`config.mk`:
```
export PLATFORM = sky130hd
export DESIGN_NAME = hazard_ctrl_unit
export DESIGN_NICKNAME = d
export VERILOG_FILES = /design/src/rtl/hazard_pkg.sv /design/src/rtl/hazard_mdu_timer.sv /design/src/rtl/hazard_ctrl_unit.sv
export SDC_FILE = /design/constraint.sdc
export NUM_CORES = 1
export LEC_CHECK = 0
export CAP_MARGIN = 5
export CORE_MARGIN = 2
export CORE_UTILIZATION = 50
export DETAILED_ROUTE_END_ITERATION = 8
export PLACE_DENSITY = 0.87
export RECOVER_POWER = 100
export SYNTH_ARGS = -nofsm -noshare
export SYNTH_HDL_FRONTEND = slang
export SYNTH_SLANG_ARGS = --single-unit
```
`constraint.sdc`:
```
create_clock -name clk -period 5.2 [get_ports clk]
set_clock_uncertainty 0.1 [all_clocks]
set_input_delay 0.78 -clock clk [delete_from_list [all_inputs] [get_ports clk]]
set_output_delay 0.78 -clock clk [all_outputs]
set_load 0.05 [all_outputs]
```
`src/rtl/hazard_pkg.sv`:
```
// Purpose : shared types and the RAW-match helper for the pipeline hazard controller.
// Latency : n/a (types and a pure combinational function only).
// Backpr. : n/a.
//
// Register indices are carried through raw_match() at RIDX_W bits; callers
// zero-extend their RW-bit indices, so REG_COUNT up to 256 is supported.
package hazard_pkg;

    localparam int RIDX_W = 8;

    // EX operand mux select: regfile, MEM/WB result, EX/MEM result.
    typedef enum logic [1:0] {
        FWD_RF  = 2'b00,
        FWD_WB  = 2'b01,
        FWD_MEM = 2'b10
    } fwd_sel_e;

    typedef enum logic [1:0] {
        CAUSE_NONE = 2'b00,
        CAUSE_RAW  = 2'b01,
        CAUSE_MDU  = 2'b10,
        CAUSE_MEM  = 2'b11
    } stall_cause_e;

    typedef enum logic {
        RUN      = 1'b0,
        MDU_BUSY = 1'b1
    } hz_state_e;

    // A producer satisfies a consumer's source only if it really writes a
    // non-x0 register and the consumer really reads that source.
    function automatic logic raw_match(
        input logic [RIDX_W-1:0] rd,
        input logic              reg_write,
        input logic [RIDX_W-1:0] rs,
        input logic              use_rs
    );
        return reg_write && (rd != '0) && (rd == rs) && use_rs;
    endfunction

endpackage

```
`src/rtl/hazard_mdu_timer.sv`:
```
// Purpose : down-counter tracking how long a multi-cycle MDU op still occupies EX.
// Latency : load/decrement take effect on the next clk edge; done is combinational from the count.
// Backpr. : dec low holds the count (used to freeze it during a data-memory wait).
//
// Ports:
//   clk, rst_n  clock and synchronous active-low reset (count -> 0)
//   load        load LOAD_VAL (has priority over dec)
//   dec         decrement by one, saturating at zero
//   done        count is zero: the op is on its final EX cycle
module hazard_mdu_timer #(
    parameter int CNT_W    = 4,
    parameter int LOAD_VAL = 6
) (
    input  logic clk,
    input  logic rst_n,
    input  logic load,
    input  logic dec,
    output logic done
);

    logic [CNT_W-1:0] cnt_d, cnt_q;

    always_comb begin
        cnt_d = cnt_q;
        if (load) begin
            cnt_d = CNT_W'(LOAD_VAL);
        end else if (dec && (cnt_q != '0)) begin
            cnt_d = cnt_q - CNT_W'(1);
        end
    end

    always_ff @(posedge clk) begin
        if (!rst_n) begin
            cnt_q <= '0;
        end else begin
            cnt_q <= cnt_d;
        end
    end

    assign done = (cnt_q == '0);

endmodule

```
`src/rtl/hazard_ctrl_unit.sv`:
```
// Purpose : five-stage pipeline hazard control: stalls, bubbles, flushes and EX forwarding selects.
// Latency : all controls are combinational from the current stage info; FSM, MDU count and perf counter are registered.
// Backpr. : a data-memory wait freezes PC..EX/MEM and bubbles MEM/WB; MDU and RAW hazards stall the front end.
//
// Build option: HAZARD_FORWARDING_EN enables the EX forward muxes and limits RAW stalls to load-use;
// without it the selects are tied to regfile and any in-flight producer of an ID source stalls ID.
//
// Ports:
//   clk, rst_n                         clock, synchronous active-low reset
//   if_id_rs1/rs2, if_id_use_rs1/rs2   ID-stage sources and whether they are read
//   id_ex_rs1/rs2/rd, id_ex_reg_write, id_ex_mem_read, id_ex_is_mdu   EX-stage info
//   ex_mem_rd/reg_write, mem_wb_rd/reg_write                          later-stage producers
//   ex_redirect                        taken branch/jump resolved in EX
//   dmem_req, dmem_ready               MEM-stage access handshake
//   *_write_en, if_id_flush, *_bubble  pipeline register controls
//   fwd_a_sel, fwd_b_sel               EX operand muxes (00 RF, 01 MEM/WB, 10 EX/MEM)
//   stall_cause                        00 none, 01 RAW, 10 MDU, 11 mem wait
//   perf_stall_cnt                     saturating count of stalled cycles
module hazard_ctrl_unit
    import hazard_pkg::*;
#(
    parameter int  REG_COUNT   = 32,
    parameter int  MDU_LATENCY = 8,
    parameter int  PERF_W      = 32,
    localparam int RW          = $clog2(REG_COUNT)
) (
    input  logic              clk,
    input  logic              rst_n,
    input  logic [RW-1:0]     if_id_rs1,
    input  logic [RW-1:0]     if_id_rs2,
    input  logic              if_id_use_rs1,
    input  logic              if_id_use_rs2,
    input  logic [RW-1:0]     id_ex_rs1,
    input  logic [RW-1:0]     id_ex_rs2,
    input  logic [RW-1:0]     id_ex_rd,
    input  logic              id_ex_reg_write,
    input  logic              id_ex_mem_read,
    input  logic              id_ex_is_mdu,
    input  logic [RW-1:0]     ex_mem_rd,
    input  logic [RW-1:0]     mem_wb_rd,
    input  logic              ex_mem_reg_write,
    input  logic              mem_wb_reg_write,
    input  logic              ex_redirect,
    input  logic              dmem_req,
    input  logic              dmem_ready,
    output logic              pc_write_en,
    output logic              if_id_write_en,
    output logic              id_ex_write_en,
    output logic              ex_mem_write_en,
    output logic              if_id_flush,
    output logic              id_ex_bubble,
    output logic              ex_mem_bubble,
    output logic              mem_wb_bubble,
    output logic [1:0]        fwd_a_sel,
    output logic [1:0]        fwd_b_sel,
    output logic [1:0]        stall_cause,
    output logic [PERF_W-1:0] perf_stall_cnt
);

    // A latency of 1 means the MDU behaves like the ALU: no interlock at all.
    localparam logic MDU_INTERLOCK = (MDU_LATENCY > 1);
    localparam int   CNT_W         = $clog2(MDU_LATENCY + 1);
    // The RUN cycle in which the op enters EX is its first stall cycle,
    // and the final cycle (count 0) is not stalled, hence LATENCY-2.
    localparam int   MDU_LOAD      = (MDU_LATENCY > 1) ? (MDU_LATENCY - 2) : 0;

    function automatic logic [RIDX_W-1:0] widen(input logic [RW-1:0] r);
        return RIDX_W'(r);
    endfunction

    hz_state_e         state_d, state_q;
    logic [PERF_W-1:0] perf_d, perf_q;
    stall_cause_e      cause;
    fwd_sel_e          fwd_a, fwd_b;

    logic mem_wait;
    logic mdu_enter;
    logic mdu_done;
    logic mdu_stall;
    logic raw_stall;
    logic tmr_load;
    logic tmr_dec;

    assign mem_wait  = dmem_req & ~dmem_ready;
    assign mdu_enter = (state_q == RUN) & id_ex_is_mdu & MDU_INTERLOCK;
    assign mdu_stall = mdu_enter | ((state_q == MDU_BUSY) & ~mdu_done);
    // A memory wait freezes the whole MDU sequence, including its entry.
    assign tmr_load  = mdu_enter & ~mem_wait;
    assign tmr_dec   = (state_q == MDU_BUSY) & ~mem_wait;

    hazard_mdu_timer #(
        .CNT_W    (CNT_W),
        .LOAD_VAL (MDU_LOAD)
    ) u_mdu_timer (
        .clk   (clk),
        .rst_n (rst_n),
        .load  (tmr_load),
        .dec   (tmr_dec),
        .done  (mdu_done)
    );

`ifdef HAZARD_FORWARDING_EN
    // With forwarding only a load in EX cannot be bypassed to the ID consumer.
    logic ld_rs1, ld_rs2;
    assign ld_rs1    = raw_match(widen(id_ex_rd), id_ex_reg_write, widen(if_id_rs1), if_id_use_rs1);
    assign ld_rs2    = raw_match(widen(id_ex_rd), id_ex_reg_write, widen(if_id_rs2), if_id_use_rs2);
    assign raw_stall = id_ex_mem_read & (ld_rs1 | ld_rs2);

    // EX/MEM holds the younger value, so it wins when both stages match.
    always_comb begin
        fwd_a = FWD_RF;
        if (raw_match(widen(ex_mem_rd), ex_mem_reg_write, widen(id_ex_rs1), 1'b1)) begin
            fwd_a = FWD_MEM;
        end else if (raw_match(widen(mem_wb_rd), mem_wb_reg_write, widen(id_ex_rs1), 1'b1)) begin
            fwd_a = FWD_WB;
        end
        fwd_b = FWD_RF;
        if (raw_match(widen(ex_mem_rd), ex_mem_reg_write, widen(id_ex_rs2), 1'b1)) begin
            fwd_b = FWD_MEM;
        end else if (raw_match(widen(mem_wb_rd), mem_wb_reg_write, widen(id_ex_rs2), 1'b1)) begin
            fwd_b = FWD_WB;
        end
    end
`else
    // No bypass paths and no regfile write-through: ID waits until every
    // in-flight producer of its sources has retired.
    assign raw_stall =
        raw_match(widen(id_ex_rd),  id_ex_reg_write,  widen(if_id_rs1), if_id_use_rs1) |
        raw_match(widen(id_ex_rd),  id_ex_reg_write,  widen(if_id_rs2), if_id_use_rs2) |
        raw_match(widen(ex_mem_rd), ex_mem_reg_write, widen(if_id_rs1), if_id_use_rs1) |
        raw_match(widen(ex_mem_rd), ex_mem_reg_write, widen(if_id_rs2), if_id_use_rs2) |
        raw_match(widen(mem_wb_rd), mem_wb_reg_write, widen(if_id_rs1), if_id_use_rs1) |
        raw_match(widen(mem_wb_rd), mem_wb_reg_write, widen(if_id_rs2), if_id_use_rs2);
    assign fwd_a = FWD_RF;
    assign fwd_b = FWD_RF;

    logic unused_fwd_inputs;
    assign unused_fwd_inputs = ^{id_ex_rs1, id_ex_rs2, id_ex_mem_read};
`endif

    always_comb begin
        state_d         = state_q;
        cause           = CAUSE_NONE;
        pc_write_en     = 1'b1;
        if_id_write_en  = 1'b1;
        id_ex_write_en  = 1'b1;
        ex_mem_write_en = 1'b1;
        if_id_flush     = 1'b0;
        id_ex_bubble    = 1'b0;
        ex_mem_bubble   = 1'b0;
        mem_wb_bubble   = 1'b0;
        fwd_a_sel       = fwd_a;
        fwd_b_sel       = fwd_b;

        if (!rst_n) begin
            pc_write_en     = 1'b0;
            if_id_write_en  = 1'b0;
            id_ex_write_en  = 1'b0;
            ex_mem_write_en = 1'b0;
            if_id_flush     = 1'b1;
            id_ex_bubble    = 1'b1;
            ex_mem_bubble   = 1'b1;
            mem_wb_bubble   = 1'b1;
            fwd_a_sel       = FWD_RF;
            fwd_b_sel       = FWD_RF;
        end else if (mem_wait) begin
            // Everything up to EX/MEM holds; a pending redirect is simply
            // seen again once the wait ends since EX is frozen too.
            cause           = CAUSE_MEM;
            pc_write_en     = 1'b0;
            if_id_write_en  = 1'b0;
            id_ex_write_en  = 1'b0;
            ex_mem_write_en = 1'b0;
            mem_wb_bubble   = 1'b1;
        end else begin
            case (state_q)
                RUN:      if (mdu_enter) state_d = MDU_BUSY;
                MDU_BUSY: if (mdu_done)  state_d = RUN;
                default:                 state_d = RUN;
            endcase

            if (mdu_stall) begin
                cause          = CAUSE_MDU;
                pc_write_en    = 1'b0;
                if_id_write_en = 1'b0;
                id_ex_write_en = 1'b0;
                ex_mem_bubble  = 1'b1;
            end else if (ex_redirect) begin
                // The wrong-path instruction in ID is squashed anyway, so a
                // load-use hazard against it is irrelevant.
                if_id_flush  = 1'b1;
                id_ex_bubble = 1'b1;
            end else if (raw_stall) begin
                cause          = CAUSE_RAW;
                pc_write_en    = 1'b0;
                if_id_write_en = 1'b0;
                id_ex_bubble   = 1'b1;
            end
        end

        stall_cause    = cause;
        perf_stall_cnt = rst_n ? perf_q : '0;

        perf_d = perf_q;
        if ((cause != CAUSE_NONE) && (perf_q != '1)) begin
            perf_d = perf_q + PERF_W'(1);
        end
    end

    always_ff @(posedge clk) begin
        if (!rst_n) begin
            state_q <= RUN;
            perf_q  <= '0;
        end else begin
            state_q <= state_d;
            perf_q  <= perf_d;
        end
    end

endmodule

```
==> run metrics <==
Worst path max stage delay 0.94 ns; Placer Congestion around 0.86; Final min period 4.73 ns; Most Used Layer, Global Route met2; unrepaired setup endpoints after global routing no; synth cell count leaders 37 x dfxtp_1, 27 x and2_1, 27 x nor2b_1; Hold/Removal Path Class reg -> reg; largest cells by area after synthesis dfxtp_1 27%, mux2_2 10%, xnor2_1 6.3%; Synth Instances 343; P&R area growth vs syn 30.7%; endpoints failing hold 0; pre-CTS setup slack 0.608 ns; syn_area_per_cell 8.08 um^2; status finished with violations; first-pass GRT wire length 11,700 um; pwr dens 184 mW/mm^2; clock root buffer clkbuf_8; FMAX 211 MHz; DR vias roughly 2,800; most common cell in the synthesized netlist dfxtp_1; met1 Resource Use GR 0.280; Reg power frac 0.442; Chip Height 78.4 um; worst-case clock buffer depth 2; Crit-path slowest cell dlygate4sd3_1; layout cell share with drive strength beyond 1 0.0704; synth warn 0; Chip Width 78.4 um; Design Area, Final around 0.0036 mm^2; WL/cell 14.7 um; clk slew on worst S/H paths approximately 0.07 ns; Setup WS post-layout 0.469 ns; post-synth cell types 35; Initial Utilization 0.509; TritonRoute pass-1 iters 4; Crit path top cell by count dlygate4sd3_1; post-synth top area share 0.267; core area 0.00544 mm^2; period utilization 0.910; Die Area 0.00615 mm^2; met3 Use GR 0.0494; Async S/R FF share, synth 0; Routed Antenna Nets 0; antenna violations before repair 0; CTS buffer count 5; worst skew pair latency between 0.2 and 0.3 ns; Clock Power Share 0.307; met2 Use GR 0.418; required time at the worst-slack endpoint 4.32 ns; IO Pins 93; CP Cell Sequence dlygate4sd3_1 > or4_1 > o21ai_0 > nor4_1 > o311a_1 > nor3b_1 > dlygate4sd3_1; DRC 0; Sw Pwr 0.204 mW; Internal Power 0.461 mW; global route total overflow 0; vias in the first global route 2,617; Post-CTS Resized 0; maximum level of the CTS H-tree 2; max-capacitance violation count 1; Sink Count 37; CP Launch Type input pin; Iter 0 DRT Violations 195; failing checks capacitance limit, slew limit; Synth area leader dfxtp_1; # rows 27; Slew Limit Headroom -0.00741; Vias per Instance 5.68; Static Leak ~1.5 nW; CTS tree built; # Post-CTS Setup Buffers 0; Net Sw Frac 0.307; Hold Slack 0.364 ns; setup TNS 0 ns; # nets final 462; IO buf count 77; register area share after synthesis 0.267; DP Wirelength roughly 5400 um; ant diodes 0; CTS Hold Bufs 0; VDD IR max 0.000118 V; Worst Path Class, Setup in -> out; Tot GR Track Use 0.234; Max Slew Vio Count 50; Seq cells post-synth 37; Synth Flop Type dfxtp_1; CP max FO 3; Mapped Area ~0.0028 mm^2; Post-synth EDFFs 0; FILL cells 456; Comb pwr share 0.251; largest net degree at the start of global routing 50; crit end category output port; routed wire length about 7000 um; critical path data arrival time 3.85 ns; final setup fails 0; area post-placement 0.00356 mm^2; actual slew at the worst max-slew pin ~1.5 ns
## critical path, delay by kind of cell
kind            cells  cell delay (ns)
compound gates      2             0.60
buf+inv             2             1.54
simple gates        3             0.93
## state kept, by name, summed over array words and instances (netlist names)
| name | flops |
|---|---|
| perf_q | 32 |
| state_q | 1 |
| u_mdu_timer.cnt_q | 4 |
## cell families after synthesis
group / Yosys count / share of synthesized area
compound gates: 43 / 0.103
xor+xnor: 33 / 0.104
fa+ha+maj: 3 / 0.0136
buf+inv: 37 / 0.0610
flops: 37 / 0.267
mux: 32 / 0.127
other cells: 1 / 0.00135
simple gates: 157 / 0.323
## layout by cell type, fill, tap and decap left out, types with 2 or more instances in the layout
| cell | netlist | layout |
|---|---|---|
| mux2_2 | 25 | 21 |
| nand2_1 | 26 | 26 |
| clkbuf_8 | 0 | 6 |
| clkdlybuf4s50_1 | 0 | 38 |
| ha_1 | 3 | 3 |
| nor2_1 | 12 | 12 |
| xnor2_1 | 20 | 20 |
| inv_1 | 14 | 14 |
| or4_1 | 5 | 5 |
| nor2b_1 | 27 | 27 |
| conb_1 | 1 | 4 |
| mux2i_1 | 7 | 7 |
| xor2_1 | 13 | 13 |
| nor3_1 | 3 | 4 |
| a21oi_1 | 18 | 18 |
| nand3_1 | 15 | 15 |
| nand4_1 | 20 | 20 |
| o21ai_1 | 3 | 2 |
| dlygate4sd3_1 | 0 | 38 |
| clkbuf_1 | 13 | 5 |
| dfxtp_1 | 37 | 37 |
| a2111oi_0 | 7 | 7 |
| and2_1 | 27 | 27 |
| a211oi_1 | 8 | 8 |
| o31ai_1 | 2 | 2 |
| nand2b_1 | 2 | 2 |
| and4_1 | 4 | 4 |
| o311a_1 | 2 | 2 |
| buf_4 | 7 | 2 |
| nor4_1 | 7 | 7 |
| mux2_1 | 0 | 4 |
| and3_1 | 5 | 5 |
| a21boi_0 | 2 | 2 |
## power by group through the flow
stage / Combinational, mW / Sequential, mW / Clock [mW]
2_1_floorplan: 0.110 / 0.300 / 0
5_1_grt: 0.181 / 0.295 / 0.217
6_report: 0.167 / 0.294 / 0.204
3_5_place_dp: 0.172 / 0.301 / 0
4_1_cts: 0.173 / 0.294 / 0.208
3_3_place_gp: 0.169 / 0.301 / 0
## metrics by stage
step,utilization,total power [mW],instances
floorplan,-,0.409,346
global placement,0.655,0.469,477
detailed placement,0.655,0.472,477
CTS,0.671,0.675,484
global route,0.666,0.693,484
finish,0.666,0.666,484
## routing by layer
metal	routed length, um	vias up	part of all wire
li1	-	1350	-
met1	3010	1285	0.42
met2	3520	99	0.50
met3	433	16	0.061
met4	143	0	0.020
met5	0	-	0
## path summary, 6_finish.rpt
kind                                                         from                      end  slack [ns]  cells after the start
worst max register to register  u_mdu_timer.cnt_q[0]$_SDFFE_PP0P_  perf_q[14]$_SDFFE_PN0P_        1.97                      9
worst min register to register             perf_q[4]$_SDFFE_PN0P_   perf_q[4]$_SDFFE_PN0P_        0.36                      1
worst min-delay path                       perf_q[4]$_SDFFE_PN0P_   perf_q[4]$_SDFFE_PN0P_        0.36                      1
worst max-delay path                                 ex_mem_rd[1]              pc_write_en        0.47                      7
## area by class of cell
cell class	count	area (um^2)	share of cell area
clock buffers	7	86.3	0.0238
well taps	72	90.1	0.0249
flip-flops and latches	37	741	0.205
repair buffers	82	791	0.218
inverters	14	52.6	0.0145
multi-input cells	272	1860	0.514
Note: power is estimated with default switching activity, not from simulation.
